### config.mk
export PLATFORM = sky130hd
export DESIGN_NAME = ad9980_cfg_seq_flat
export DESIGN_NICKNAME = d
export VERILOG_FILES = /design/src/rtl/ad9980_cfg_pkg.sv /design/src/rtl/ad9980_cfg_seq_if.sv /design/src/rtl/ad9980_cfg_rom.sv /design/src/rtl/ad9980_cfg_seq.sv /design/src/flat_wrapper.sv
export SDC_FILE = /design/constraint.sdc
export NUM_CORES = 1
export LEC_CHECK = 0
export ABC_AREA = 1
export BUFFER_PORTS_ARGS = -buffer_cell sky130_fd_sc_hd__buf_4
export CORE_MARGIN = 5
export CORE_UTILIZATION = 50
export DETAILED_ROUTE_END_ITERATION = 12
export HOLD_SLACK_MARGIN = 0.03
export MAX_ROUTING_LAYER = met4
export PLACE_DENSITY_LB_ADDON = 0.05
export SYNTH_ARGS = -nofsm -noshare
export SYNTH_HDL_FRONTEND = slang
export SYNTH_SLANG_ARGS = --single-unit
### constraint.sdc
create_clock -name Clk -period 1.7 [get_ports Clk]
set_input_delay 0.255 -clock Clk [delete_from_list [all_inputs] [get_ports Clk]]
set_output_delay 0.255 -clock Clk [all_outputs]
set_load 0.03 [all_outputs]
### src/rtl/ad9980_cfg_pkg.sv
// ad9980_cfg_pkg
// Shared types and constants for the AD9980 register-programming sequencer:
// sequencer state encoding, the register table entry layout and the fixed
// programming table itself (two data variants per register address).
package ad9980_cfg_pkg;

  localparam int NUM_REGS = 8;
  localparam int IDX_W    = $clog2(NUM_REGS);

  typedef enum logic [2:0] {
    ST_IDLE,
    ST_PWR_WAIT,
    ST_ISSUE,
    ST_WAIT_DONE,
    ST_GAP,
    ST_DONE,
    ST_ERROR
  } state_t;

  // data_lo is written for pixel clocks up to 65 MHz, data_hi above that.
  typedef struct packed {
    logic [7:0] reg_addr;
    logic [7:0] data_lo;
    logic [7:0] data_hi;
  } cfg_entry_t;

  // {reg_addr, data_lo, data_hi}
  localparam cfg_entry_t CFG_TABLE [NUM_REGS] = '{
    24'h015469,  // PLL divider MSBs
    24'h02D070,  // PLL divider LSBs
    24'h0348A8,  // VCO range / charge pump
    24'h048078,  // clock phase adjust
    24'h0B0204,  // clamp placement
    24'h121814,  // hsync control
    24'h1B0103,  // clamp / offset control
    24'h1E2020   // output / power control
  };

endpackage

### src/rtl/ad9980_cfg_seq_if.sv
// ad9980_cfg_seq_if
// Request/completion bus between the configuration sequencer and the
// byte-level I2C master.
//   Xfer_req              : request valid, driven by the sequencer
//   Xfer_dev/reg/data     : write fields, qualified by Xfer_req
//   Xfer_ack              : one-cycle pulse, master took the request
//   Xfer_done / Xfer_nack : one-cycle completion pulse and its status
//
// Handshake: Xfer_req is a valid that, once raised, stays high with all
// fields frozen until the cycle Xfer_ack is seen (Xfer_ack acts as the
// ready and only counts while Xfer_req=1); Xfer_req drops the next cycle.
// Exactly one Xfer_done follows each accepted request, possibly in the same
// cycle as Xfer_ack; Xfer_nack is only meaningful while Xfer_done=1.
interface ad9980_cfg_seq_if;
  logic       Xfer_req;
  logic [6:0] Xfer_dev;
  logic [7:0] Xfer_reg;
  logic [7:0] Xfer_data;
  logic       Xfer_ack;
  logic       Xfer_done;
  logic       Xfer_nack;

  // Sequencer side
  modport master (
    output Xfer_req, Xfer_dev, Xfer_reg, Xfer_data,
    input  Xfer_ack, Xfer_done, Xfer_nack
  );

  // I2C master side
  modport slave (
    input  Xfer_req, Xfer_dev, Xfer_reg, Xfer_data,
    output Xfer_ack, Xfer_done, Xfer_nack
  );
endinterface

### src/rtl/ad9980_cfg_rom.sv
// ad9980_cfg_rom
// Combinational lookup of the programming table.
//   idx      : entry index
//   variant  : 1 selects the high pixel-rate data byte
//   reg_addr : register address of the entry
//   data     : data byte for the selected variant
module ad9980_cfg_rom
  import ad9980_cfg_pkg::*;
(
  input  logic [IDX_W-1:0] idx,
  input  logic             variant,
  output logic [7:0]       reg_addr,
  output logic [7:0]       data
);

  cfg_entry_t entry;

  always_comb begin
    entry    = CFG_TABLE[idx];
    reg_addr = entry.reg_addr;
    data     = variant ? entry.data_hi : entry.data_lo;
  end

endmodule

### src/rtl/ad9980_cfg_seq.sv
// ad9980_cfg_seq
// Walks the AD9980 register table after a power-up wait, issuing one I2C
// byte write per entry, retrying NACKed writes and reporting Done/Error.
//   Clk, Reset       : clock, synchronous active-high reset
//   Start            : level, begins a sequence from IDLE/DONE/ERROR
//   Pixel_clk_greater_than_65Mhz : table variant, latched on accepted Start
//   xfer             : request/completion bus to the I2C master
//   Busy/Done/Error  : sequence status (Done/Error drive GPIO_LED)
//   Fail_index       : entry that exhausted its retries, valid with Error
//   state_dbg        : current sequencer state
module ad9980_cfg_seq
  import ad9980_cfg_pkg::*;
#(
  parameter int         CLK_RATE_MHZ = 27,
  parameter int         PWR_WAIT_US  = 1000,
  parameter int         GAP_CYCLES   = 64,
  parameter int         MAX_RETRY    = 3,
  parameter logic [6:0] DEV_ADDR     = 7'h4C
) (
  input  logic               Clk,
  input  logic               Reset,
  input  logic               Start,
  input  logic               Pixel_clk_greater_than_65Mhz,
  ad9980_cfg_seq_if.master   xfer,
  output logic               Busy,
  output logic               Done,
  output logic               Error,
  output logic [IDX_W-1:0]   Fail_index,
  output state_t             state_dbg
);

  localparam int PWR_CNT = CLK_RATE_MHZ * PWR_WAIT_US;
  localparam int MAX_CNT = (PWR_CNT > GAP_CYCLES) ? PWR_CNT : GAP_CYCLES;
  localparam int CNT_W   = (MAX_CNT > 2) ? $clog2(MAX_CNT) : 1;

  localparam logic [CNT_W-1:0] PWR_LAST  = CNT_W'(PWR_CNT - 1);
  localparam logic [CNT_W-1:0] GAP_LAST  = CNT_W'(GAP_CYCLES - 1);
  localparam logic [IDX_W-1:0] IDX_LAST  = IDX_W'(NUM_REGS - 1);
  localparam logic [3:0]       RETRY_LIM = 4'(MAX_RETRY);

  state_t           state_q,   state_d;
  logic [CNT_W-1:0] cnt_q,     cnt_d;
  logic [IDX_W-1:0] idx_q,     idx_d;
  logic [2:0]       retry_q,   retry_d;
  logic             variant_q, variant_d;
  logic             req_q,     req_d;
  logic [7:0]       reg_q,     reg_d;
  logic [7:0]       data_q,    data_d;
  logic             busy_q,    busy_d;
  logic             done_q,    done_d;
  logic             error_q,   error_d;
  logic [IDX_W-1:0] fail_q,    fail_d;

  logic       complete;
  logic [7:0] rom_reg;
  logic [7:0] rom_data;

  ad9980_cfg_rom u_rom (
    .idx      (idx_q),
    .variant  (variant_q),
    .reg_addr (rom_reg),
    .data     (rom_data)
  );

  always_comb begin
    state_d   = state_q;
    cnt_d     = cnt_q;
    idx_d     = idx_q;
    retry_d   = retry_q;
    variant_d = variant_q;
    req_d     = req_q;
    reg_d     = reg_q;
    data_d    = data_q;
    busy_d    = busy_q;
    done_d    = done_q;
    error_d   = error_q;
    fail_d    = fail_q;
    complete  = 1'b0;

    case (state_q)
      ST_IDLE, ST_DONE, ST_ERROR: begin
        if (Start) begin
          state_d   = ST_PWR_WAIT;
          cnt_d     = '0;
          idx_d     = '0;
          retry_d   = '0;
          variant_d = Pixel_clk_greater_than_65Mhz;
          busy_d    = 1'b1;
          done_d    = 1'b0;
          error_d   = 1'b0;
          fail_d    = '0;
        end
      end
      ST_PWR_WAIT: begin
        if (cnt_q == PWR_LAST) begin
          state_d = ST_ISSUE;
        end else begin
          cnt_d = cnt_q + 1'b1;
        end
      end
      ST_ISSUE: begin
        // First ISSUE cycle loads the fields; they are not touched again
        // until the request has been acknowledged.
        if (!req_q) begin
          req_d  = 1'b1;
          reg_d  = rom_reg;
          data_d = rom_data;
        end else if (xfer.Xfer_ack) begin
          req_d = 1'b0;
          if (xfer.Xfer_done) begin
            complete = 1'b1;
          end else begin
            state_d = ST_WAIT_DONE;
          end
        end
      end
      ST_WAIT_DONE: begin
        if (xfer.Xfer_done) begin
          complete = 1'b1;
        end
      end
      ST_GAP: begin
        if (cnt_q == GAP_LAST) begin
          state_d = ST_ISSUE;
        end else begin
          cnt_d = cnt_q + 1'b1;
        end
      end
      default: begin
        state_d = ST_IDLE;
      end
    endcase

    // Completion decision, reached from WAIT_DONE or directly from ISSUE
    // when the master acks and finishes in the same cycle.
    if (complete) begin
      if (!xfer.Xfer_nack) begin
        if (idx_q == IDX_LAST) begin
          state_d = ST_DONE;
          done_d  = 1'b1;
          busy_d  = 1'b0;
        end else begin
          idx_d   = idx_q + 1'b1;
          retry_d = '0;
          cnt_d   = '0;
          state_d = ST_GAP;
        end
      end else begin
        retry_d = retry_q + 1'b1;
        if (({1'b0, retry_q} + 4'd1) < RETRY_LIM) begin
          cnt_d   = '0;
          state_d = ST_GAP;
        end else begin
          fail_d  = idx_q;
          error_d = 1'b1;
          busy_d  = 1'b0;
          state_d = ST_ERROR;
        end
      end
    end
  end

  always_ff @(posedge Clk) begin
    if (Reset) begin
      state_q   <= ST_IDLE;
      cnt_q     <= '0;
      idx_q     <= '0;
      retry_q   <= '0;
      variant_q <= 1'b0;
      req_q     <= 1'b0;
      reg_q     <= '0;
      data_q    <= '0;
      busy_q    <= 1'b0;
      done_q    <= 1'b0;
      error_q   <= 1'b0;
      fail_q    <= '0;
    end else begin
      state_q   <= state_d;
      cnt_q     <= cnt_d;
      idx_q     <= idx_d;
      retry_q   <= retry_d;
      variant_q <= variant_d;
      req_q     <= req_d;
      reg_q     <= reg_d;
      data_q    <= data_d;
      busy_q    <= busy_d;
      done_q    <= done_d;
      error_q   <= error_d;
      fail_q    <= fail_d;
    end
  end

  assign xfer.Xfer_req  = req_q;
  assign xfer.Xfer_dev  = DEV_ADDR;
  assign xfer.Xfer_reg  = reg_q;
  assign xfer.Xfer_data = data_q;
  assign Busy           = busy_q;
  assign Done           = done_q;
  assign Error          = error_q;
  assign Fail_index     = fail_q;
  assign state_dbg      = state_q;

endmodule

### src/flat_wrapper.sv
// flat-port wrapper written by rule: the top's interface ports become plain ports
module ad9980_cfg_seq_flat import ad9980_cfg_pkg::*;
#(
  parameter int         CLK_RATE_MHZ = 27,
  parameter int         PWR_WAIT_US  = 1000,
  parameter int         GAP_CYCLES   = 64,
  parameter int         MAX_RETRY    = 3,
  parameter logic [6:0] DEV_ADDR     = 7'h4C
)
  (Clk, Reset, Start, Pixel_clk_greater_than_65Mhz, Busy, Done, Error, Fail_index, state_dbg, xfer_Xfer_req, xfer_Xfer_dev, xfer_Xfer_reg, xfer_Xfer_data, xfer_Xfer_ack, xfer_Xfer_done, xfer_Xfer_nack);
  ad9980_cfg_seq_if xfer_i ();
  input  logic Clk;
  input  logic Reset;
  input  logic Start;
  input  logic Pixel_clk_greater_than_65Mhz;
  output logic Busy;
  output logic Done;
  output logic Error;
  output logic [IDX_W-1:0] Fail_index;
  output state_t state_dbg;
  output wire logic [$bits(xfer_i.Xfer_req)-1:0] xfer_Xfer_req;
  output wire logic [$bits(xfer_i.Xfer_dev)-1:0] xfer_Xfer_dev;
  output wire logic [$bits(xfer_i.Xfer_reg)-1:0] xfer_Xfer_reg;
  output wire logic [$bits(xfer_i.Xfer_data)-1:0] xfer_Xfer_data;
  input wire logic [$bits(xfer_i.Xfer_ack)-1:0] xfer_Xfer_ack;
  input wire logic [$bits(xfer_i.Xfer_done)-1:0] xfer_Xfer_done;
  input wire logic [$bits(xfer_i.Xfer_nack)-1:0] xfer_Xfer_nack;
  assign xfer_Xfer_req = xfer_i.Xfer_req;
  assign xfer_Xfer_dev = xfer_i.Xfer_dev;
  assign xfer_Xfer_reg = xfer_i.Xfer_reg;
  assign xfer_Xfer_data = xfer_i.Xfer_data;
  assign xfer_i.Xfer_ack = xfer_Xfer_ack;
  assign xfer_i.Xfer_done = xfer_Xfer_done;
  assign xfer_i.Xfer_nack = xfer_Xfer_nack;
  ad9980_cfg_seq #(.CLK_RATE_MHZ(CLK_RATE_MHZ), .PWR_WAIT_US(PWR_WAIT_US), .GAP_CYCLES(GAP_CYCLES), .MAX_RETRY(MAX_RETRY), .DEV_ADDR(DEV_ADDR)) u_core (.Clk(Clk), .Reset(Reset), .Start(Start), .Pixel_clk_greater_than_65Mhz(Pixel_clk_greater_than_65Mhz), .xfer(xfer_i), .Busy(Busy), .Done(Done), .Error(Error), .Fail_index(Fail_index), .state_dbg(state_dbg));
endmodule
==> results.md, run 1 <==
- Status: finished, final reports clean
- Max Buffers Root-to-Sink: 2
- Fraction of layout cells with a size suffix above 1: a little over a fifth
- Post-detailed-placement half-perimeter wirelength: 4930 um
- TritonCTS clock tree: yes
- Hold Path Sink: u_core.xfer.Xfer_req$_SDFFE_PP0N_
- Final Cell Area: roughly 3300 um^2
- Number of buffers inserted during clock tree synthesis: 5
- Final routed wire length divided by cell count: roughly 13 um
- Hold-fix buffer count after cts: 0
- Post-detailed-routing wire length: between 6000 and 7000 um
- Post-CTS clock slew at the launch and capture registers of the worst setup and hold paths: about 0.090 ns
- Core Area: roughly 5500 um^2
- Arrival time of data at the critical path endpoint: 1.77 ns
- Number of global-route vias before repair: 2544
- Die height: roughly 86 um
- Hold-critical path depth: 2
- Remaining routing DRC violations: 0
- Post-synthesis cell type count: 40
- Aggregate global-route resource usage: a little under a fifth
- Final layout net count: around 470
- Post-synthesis sequential area ratio: about a third
- Startpoint class of the critical path: flip-flop
- Peak supply drop: a little under 0.0006 V
- Power per unit of standard cell area: between 1000 and 1500 nW/um^2
- First-pass GRT wire length: between 10000 and 15000 um
- Syn avg cell area: approximately 7 um^2
- Hold violation count in the final report: 0
- Number of antenna cells inserted: 0
- Via-per-instance ratio: 5.06
- Cell family with most CP delay: simple AND/OR/NAND/NOR gates
- Maximum cell stage delay along the critical path: 0.42 ns
- Required time of the critical path: 1.90 ns
- Initial antenna violation count: 0
- Maximum number of pins on one net before global-route repair: 18
- Core utilization of the finished layout: around three fifths
- Worst r2r path cells: 10
- Number of placed I/O pins: 40
- Launch instance of the worst min-delay path: xfer_Xfer_ack
- Skew-Pair Late Insertion Delay: roughly 0.30 ns
- Setup TNS Final: 0 ns
- Site Rows: 27
- Pins over their slew limit: 0
- Count of final setup violators: 0
- Total buffers and inverters traversed by the critical path: 0
- CTS H-tree lvls: 2
- Area of the die: about 7300 um^2
- Number of instances in the synthesized netlist: between 400 and 500
- Global-route congestion overflow total: 0
- Count of antenna-violating nets left after detailed routing: 0
- Area of placed instances: roughly 3200 um^2
- Critical R2R Launch: u_core.cnt_q[1]$_SDFF_PP0_
- Clk sink count: 45
- Type of element capturing the critical path: flip-flop
- Synthesis-stage register bit count: 45
- Post-Route Hold Slack: around 0.15 ns
- Worst path slowest cell: dfxtp_1
- CP cell instances: ha_4, nand3_2, nor2_4, nand2_4, nand2_2, nand3_2, nand2_2, nand2_1, nand2_1, nor2_1
- Worst clock skew: between 0.009 and 0.01 ns
- Number of maximum-capacitance constraint violations: 0
- Register-to-register path setup slack: ~0.13 ns
- Shortest period the worst path allows: around 1.6 ns
- Capture point of the worst reg-to-reg path: u_core.state_dbg[0]$_SDFFE_PP0P_
- Fin crit share: 92.3%
- Number of port buffers: 29
- First drt pass iteration count: 4
- CTS Root Buffer Type: clkbuf_8
- Worst-path fanout max: 7
- Max FFs per register: 15
- Initial drt markers: a little under 100
- Ys Warns: 0
- Post-synthesis to final-layout area growth: 15.5%
- Hold crit path type: in -> reg
- Total standard cell area after synthesis: roughly 2900 um^2
- Weighted congestion reported at the end of routability-driven placement: approximately 0.85
- Via count: between 2000 and 3000
- Effective utilization at floorplan: 51.6%
- Leakage power figure: approximately 0.0015 uW
- Width of the chip: approximately 86 um
- Max frequency: between 600 and 700 MHz
- CP Class: reg -> reg
-- area by class of cell --
type | count | area, um^2
clock buffers | 6 | 82.6
clock inverters | 1 | 7.51
fillers | 524 | 2240
inverters | 55 | 214
multi-input cells | 308 | 1700
flip-flops and latches | 45 | 903
well taps | 72 | 90.1
repair buffers | 41 | 308
-- how the worst max path moves through the flow --
| stage | startpoint | slack [ns] | cells past startpoint | end |
|---|---|---|---|---|
| after floorplan | u_core.idx_q[0]$_SDFF_PP0_ | 0.07 | 8 | u_core.cnt_q[10]$_SDFF_PP0_ |
| after detailed placement | u_core.idx_q[0]$_SDFF_PP0_ | 0.05 | 8 | u_core.cnt_q[14]$_SDFF_PP0_ |
| after global placement | u_core.cnt_q[1]$_SDFF_PP0_ | 0.09 | 9 | u_core.cnt_q[7]$_SDFF_PP0_ |
| after global routing | u_core.cnt_q[1]$_SDFF_PP0_ | -0.007 | 10 | u_core.cnt_q[6]$_SDFF_PP0_ |
| final | u_core.cnt_q[1]$_SDFF_PP0_ | 0.13 | 10 | u_core.state_dbg[0]$_SDFFE_PP0P_ |
| after CTS | u_core.idx_q[0]$_SDFF_PP0_ | 0.01 | 8 | u_core.cnt_q[12]$_SDFF_PP0_ |
-- cells in the final DEF (no fill, tap or decap), drive strengths merged, types with 2 or more instances in the layout --
| master | count |
|---|---|
| o21ai | 23 |
| a21oi | 36 |
| nor3 | 5 |
| nand3 | 39 |
| nand3b | 3 |
| nor2 | 45 |
| clkbuf | 6 |
| inv | 55 |
| ha | 10 |
| xnor2 | 2 |
| xor2 | 3 |
| dfxtp | 45 |
| nand2 | 110 |
| o21bai | 3 |
| buf | 41 |
| nand4 | 5 |
| a31oi | 2 |
| conb | 10 |
| o211ai | 6 |
-- report_power, final --
group | internal [uW] | switching (uW) | total [uW] | leakage [uW]
Combinational | 508 | 983 | 1490 | 0.00105
Sequential | 1190 | 130 | 1320 | 0.000365
Clock | 322 | 365 | 687 | 0.0000433
Total | 2020 | 1480 | 3500 | 0.00146
-- stage by stage --
stage,setup WS (ns),power (uW),std cells
finish,0.130,3500,528
global route,-0.00718,3740,528
CTS,0.0143,3470,526
detailed placement,0.0462,2780,519
global placement,0.0926,2780,519
floorplan,0.0719,2390,426
-- per-layer routing --
| layer | track usage, % | share of wire, % |
|---|---|---|
| met5 | - | 0 |
| met4 | 6.19 | 1.5 |
| met3 | 3.46 | 2.8 |
| met2 | 31.4 | 48 |
| met1 | 23.2 | 48 |
-- cells in the mapped netlist (all sizes together) --
master | count | share of area (%)
o21ai | 23 | 4.2
o221ai | 1 | 0.53
ha | 10 | 4.4
or2 | 1 | 0.22
o211ai | 6 | 1.6
xor2 | 3 | 0.92
inv | 55 | 7.4
nand3b | 3 | 0.79
xnor2 | 2 | 0.61
buf | 16 | 4.1
a211oi | 1 | 0.26
conb | 2 | 0.26
a31oi | 2 | 0.44
nor3 | 5 | 1.1
o21bai | 3 | 0.79
a21oi | 35 | 7.6
clkbuf | 3 | 0.39
nand4 | 5 | 1.1
nand2 | 110 | 15
a21o | 1 | 0.26
o21a | 1 | 0.26
nand3 | 39 | 8.4
dfxtp | 45 | 32
nor2 | 45 | 7.7
o22ai | 1 | 0.22
-- worst reg2reg max path: stages (launching register included) --
cell	delay, ns
dfxtp_1	0.42
ha_4	0.19
nand3_2	0.15
nor2_4	0.19
nand2_4	0.09
nand2_2	0.09
nand3_2	0.10
nand2_2	0.10
nand2_1	0.06
nand2_1	0.06
nor2_1	0.04
-- timing repair --
item / in CTS / in global routing
buffers inserted: 0 / 1
endpoints found under the setup margin: 0 / 22
resized for setup: 0 / 11
-- logic make-up (layout without fill, tap and decap cells) --
group / count (synthesis) / count (layout) / synth area share (%)
flip-flops: 45 / 45 / 31.5
adder cells (fa/ha/maj): 10 / 10 / 4.38
buffers and inverters: 74 / 103 / 11.9
XOR/XNOR: 5 / 5 / 1.53
AO/OA/AOI/OAI: 74 / 75 / 16.1
AND/OR/NAND/NOR: 208 / 208 / 34.4
other: 2 / 10 / 0.263
Power figures use the tool's default switching activity.
==> inputs of run 2 (changes only) <==
--- a/config.mk
+++ b/config.mk
@@ -10,7 +10,7 @@
 export CORE_MARGIN = 5
 export CORE_UTILIZATION = 50
 export DETAILED_ROUTE_END_ITERATION = 12
-export HOLD_SLACK_MARGIN = 0.03
+export HOLD_SLACK_MARGIN = 0.12
 export MAX_ROUTING_LAYER = met4
 export PLACE_DENSITY_LB_ADDON = 0.05
 export SYNTH_ARGS = -nofsm -noshare
==> constraint.sdc (replaced) <==
create_clock -name Clk -period 1.8 [get_ports Clk]
set_input_delay 0.27 -clock Clk [delete_from_list [all_inputs] [get_ports Clk]]
set_output_delay 0.27 -clock Clk [all_outputs]
set_load 0.03 [all_outputs]
==> run 2 against run 1 <==
Die area did not move. Global-route usage grew 0.27 points. Clock-buffer cell count grew 1. Routed wire length shrank 3.4%. Via count increased by 0.41%. Sequential share of layout area is 0.43 points higher. Fmax is 7.0% lower. Critical path type unchanged. Hold slack better by 0.020 ns. Core utilization down 1.1 points. Setup slack worse by 0.019 ns. Cell area is 1.8% lower.
==> results.md, run 2 (synthesis gave the netlist of run 1 again) <==
- Required time of the critical path: around 2 ns
- Number of antenna cells inserted: 0
- Via-per-instance ratio: slightly above 5
- Skew-Pair Late Insertion Delay: roughly 0.30 ns
- Worst clock skew: about 0.0076 ns
- CTS H-tree lvls: 2
- Count of final setup violators: 0
- Maximum number of pins on one net before global-route repair: 18
- Worst-case setup margin in the final layout: 0.112 ns
- Post-CTS clock slew at the launch and capture registers of the worst setup and hold paths: about 0.09 ns
- Post-detailed-routing wire length: roughly 6400 um
- CP cell instances: ha_2, nand3_2, nor2_4, nand2_4, nand2_2, nand2_1, a21o_1, nand2_1, nor2_1
- Combined area of the multi-input logic cells: around 1700 um^2
- Max frequency: 592 MHz
- Remaining routing DRC violations: 0
- Status: finished, final reports clean
- Worst-path fanout max: 7
- Leakage power figure: roughly 0.0015 uW
- Number of port buffers: 29
- CP Class: reg -> reg
- Pins over their slew limit: 0
- Weighted congestion reported at the end of routability-driven placement: between 0.8 and 0.9
- Worst r2r path cells: 9
- Commonest non-fill, non-tap cell in the layout: nand2_1
- Initial antenna violation count: 0
- Peak supply drop: around 0.00066 V
- Final routed wire length divided by cell count: roughly 12 um
- Aggregate global-route resource usage: a little under a fifth
- Hold-critical path depth: 2
- Core utilization of the finished layout: about three fifths
- Post-Place Setup Slack: a little under 0.1 ns
- Number of placed I/O pins: 40
- Storage element area: 901 um^2
- Fraction of layout cells with a size suffix above 1: 19.6%
- Fin crit share: a little over nine tenths
- Global-route congestion overflow total: 0
- Maximum cell stage delay along the critical path: around 0.43 ns
- Power per unit of standard cell area: approximately 1000 nW/um^2
- Max Buffers Root-to-Sink: 2
- # fillers: approximately 550
- Worst path slowest cell: dfxtp_1
- Shortest period the worst path allows: 1.69 ns
- Number of global-route vias before repair: about 2600
- Post-Route Hold Slack: 0.172 ns
- Unrepaired setup endpoints after global routing: no
- Width of the chip: 85.6 um
- Count of antenna-violating nets left after detailed routing: 0
- Clk sink count: 45
- Most used cell, CP: nand2_1
- Arrival time of data at the critical path endpoint: about 1.9 ns
- Final layout net count: 470
- Post-detailed-placement half-perimeter wirelength: just under 5000 um
- Initial drt markers: a little over 70
- Site Rows: 27
- First-pass GRT wire length: 11200 um
- Setup TNS Final: 0 ns
- Core Area: about 5500 um^2
- First drt pass iteration count: 4
- Effective utilization at floorplan: between 50% and 60%
- Number of maximum-capacitance constraint violations: 0
- Hold violation count in the final report: 0
- Hold crit path type: in -> reg
- Type of element capturing the critical path: flip-flop
- Max FFs per register: 15
- Post-synthesis to final-layout area growth: 13.4%
- Via count: ~2700
- Die height: 85.6 um
- Area of the die: 7330 um^2
- CTS Root Buffer Type: clkbuf_8
- Startpoint class of the critical path: flip-flop
- Highest-count cells in the layout ignoring fill and taps: 105 x nand2_1, 45 x dfxtp_1, 44 x inv_1, 38 x buf_4, 36 x nor2_1
- Number of buffers inserted during clock tree synthesis: 5
- TritonCTS clock tree: yes
-- run 2: cell types whose count changed in the layout (fill, tap and decap cells not counted), moves of 2 or more --
cell	delta
buf_4	-3
ha_1	+2
ha_4	-2
dfxtp_2	-2
dfxtp_1	+2
clkbuf_1	+2
-- run 2: cell type report --
type | count | area share (%)
multi-input combinational | 307 | 50.9
clock buffer | 7 | 2.35
inverter | 55 | 6.52
sequential | 45 | 27.8
tap | 72 | 2.78
timing repair buffer | 39 | 9.42
clock inverter | 1 | 0.232
-- run 2: per-layer routing --
metal	up-vias	global-route usage (%)	wire, um
li1	1406	-	-
met1	1214	22.2	2940
met2	56	33.1	3080
met3	8	3.65	244
met4	0	6.76	119
met5	-	-	0
-- run 2: timing repair --
item,4_1_cts,5_1_grt
hold buffers,0,0
setup buffers,0,1
setup endpoints to repair,0,11
gates resized for setup,0,1
-- run 2: through the flow --
stage	cells	power (uW)	instance area [um^2]
after floorplan	426	2260	2890
after global placement	517	2620	3140
after detailed placement	517	2610	3140
after CTS	525	3250	3220
after global routing	526	3470	3240
final	526	3220	3240
-- run 2: where the power goes --
part           switching (uW)  internal [uW]  total [uW]
logic                     902            457        1360
clock network             346            275         621
registers                 115           1120        1240
total                    1360           1850        3220
-- run 2: worst paths after layout --
path | start | endpoint | slack [ns]
worst max register to register | u_core.cnt_q[1]$_SDFF_PP0_ | u_core.cnt_q[7]$_SDFF_PP0_ | 0.11
worst max-delay path | u_core.cnt_q[1]$_SDFF_PP0_ | u_core.cnt_q[7]$_SDFF_PP0_ | 0.11
worst min register to register | u_core.Busy$_SDFF_PP0_ | u_core.Busy$_SDFF_PP0_ | 0.45
worst min-delay path | xfer_Xfer_ack | u_core.xfer.Xfer_req$_SDFFE_PP0N_ | 0.17
-- run 2: critical path: cells and delay by family (launching register included) --
kind,cells,cell delay [ns]
flip-flops,1,0.43
adder cells (fa/ha/maj),1,0.28
AO/OA/AOI/OAI,1,0.17
AND/OR/NAND/NOR,7,0.72
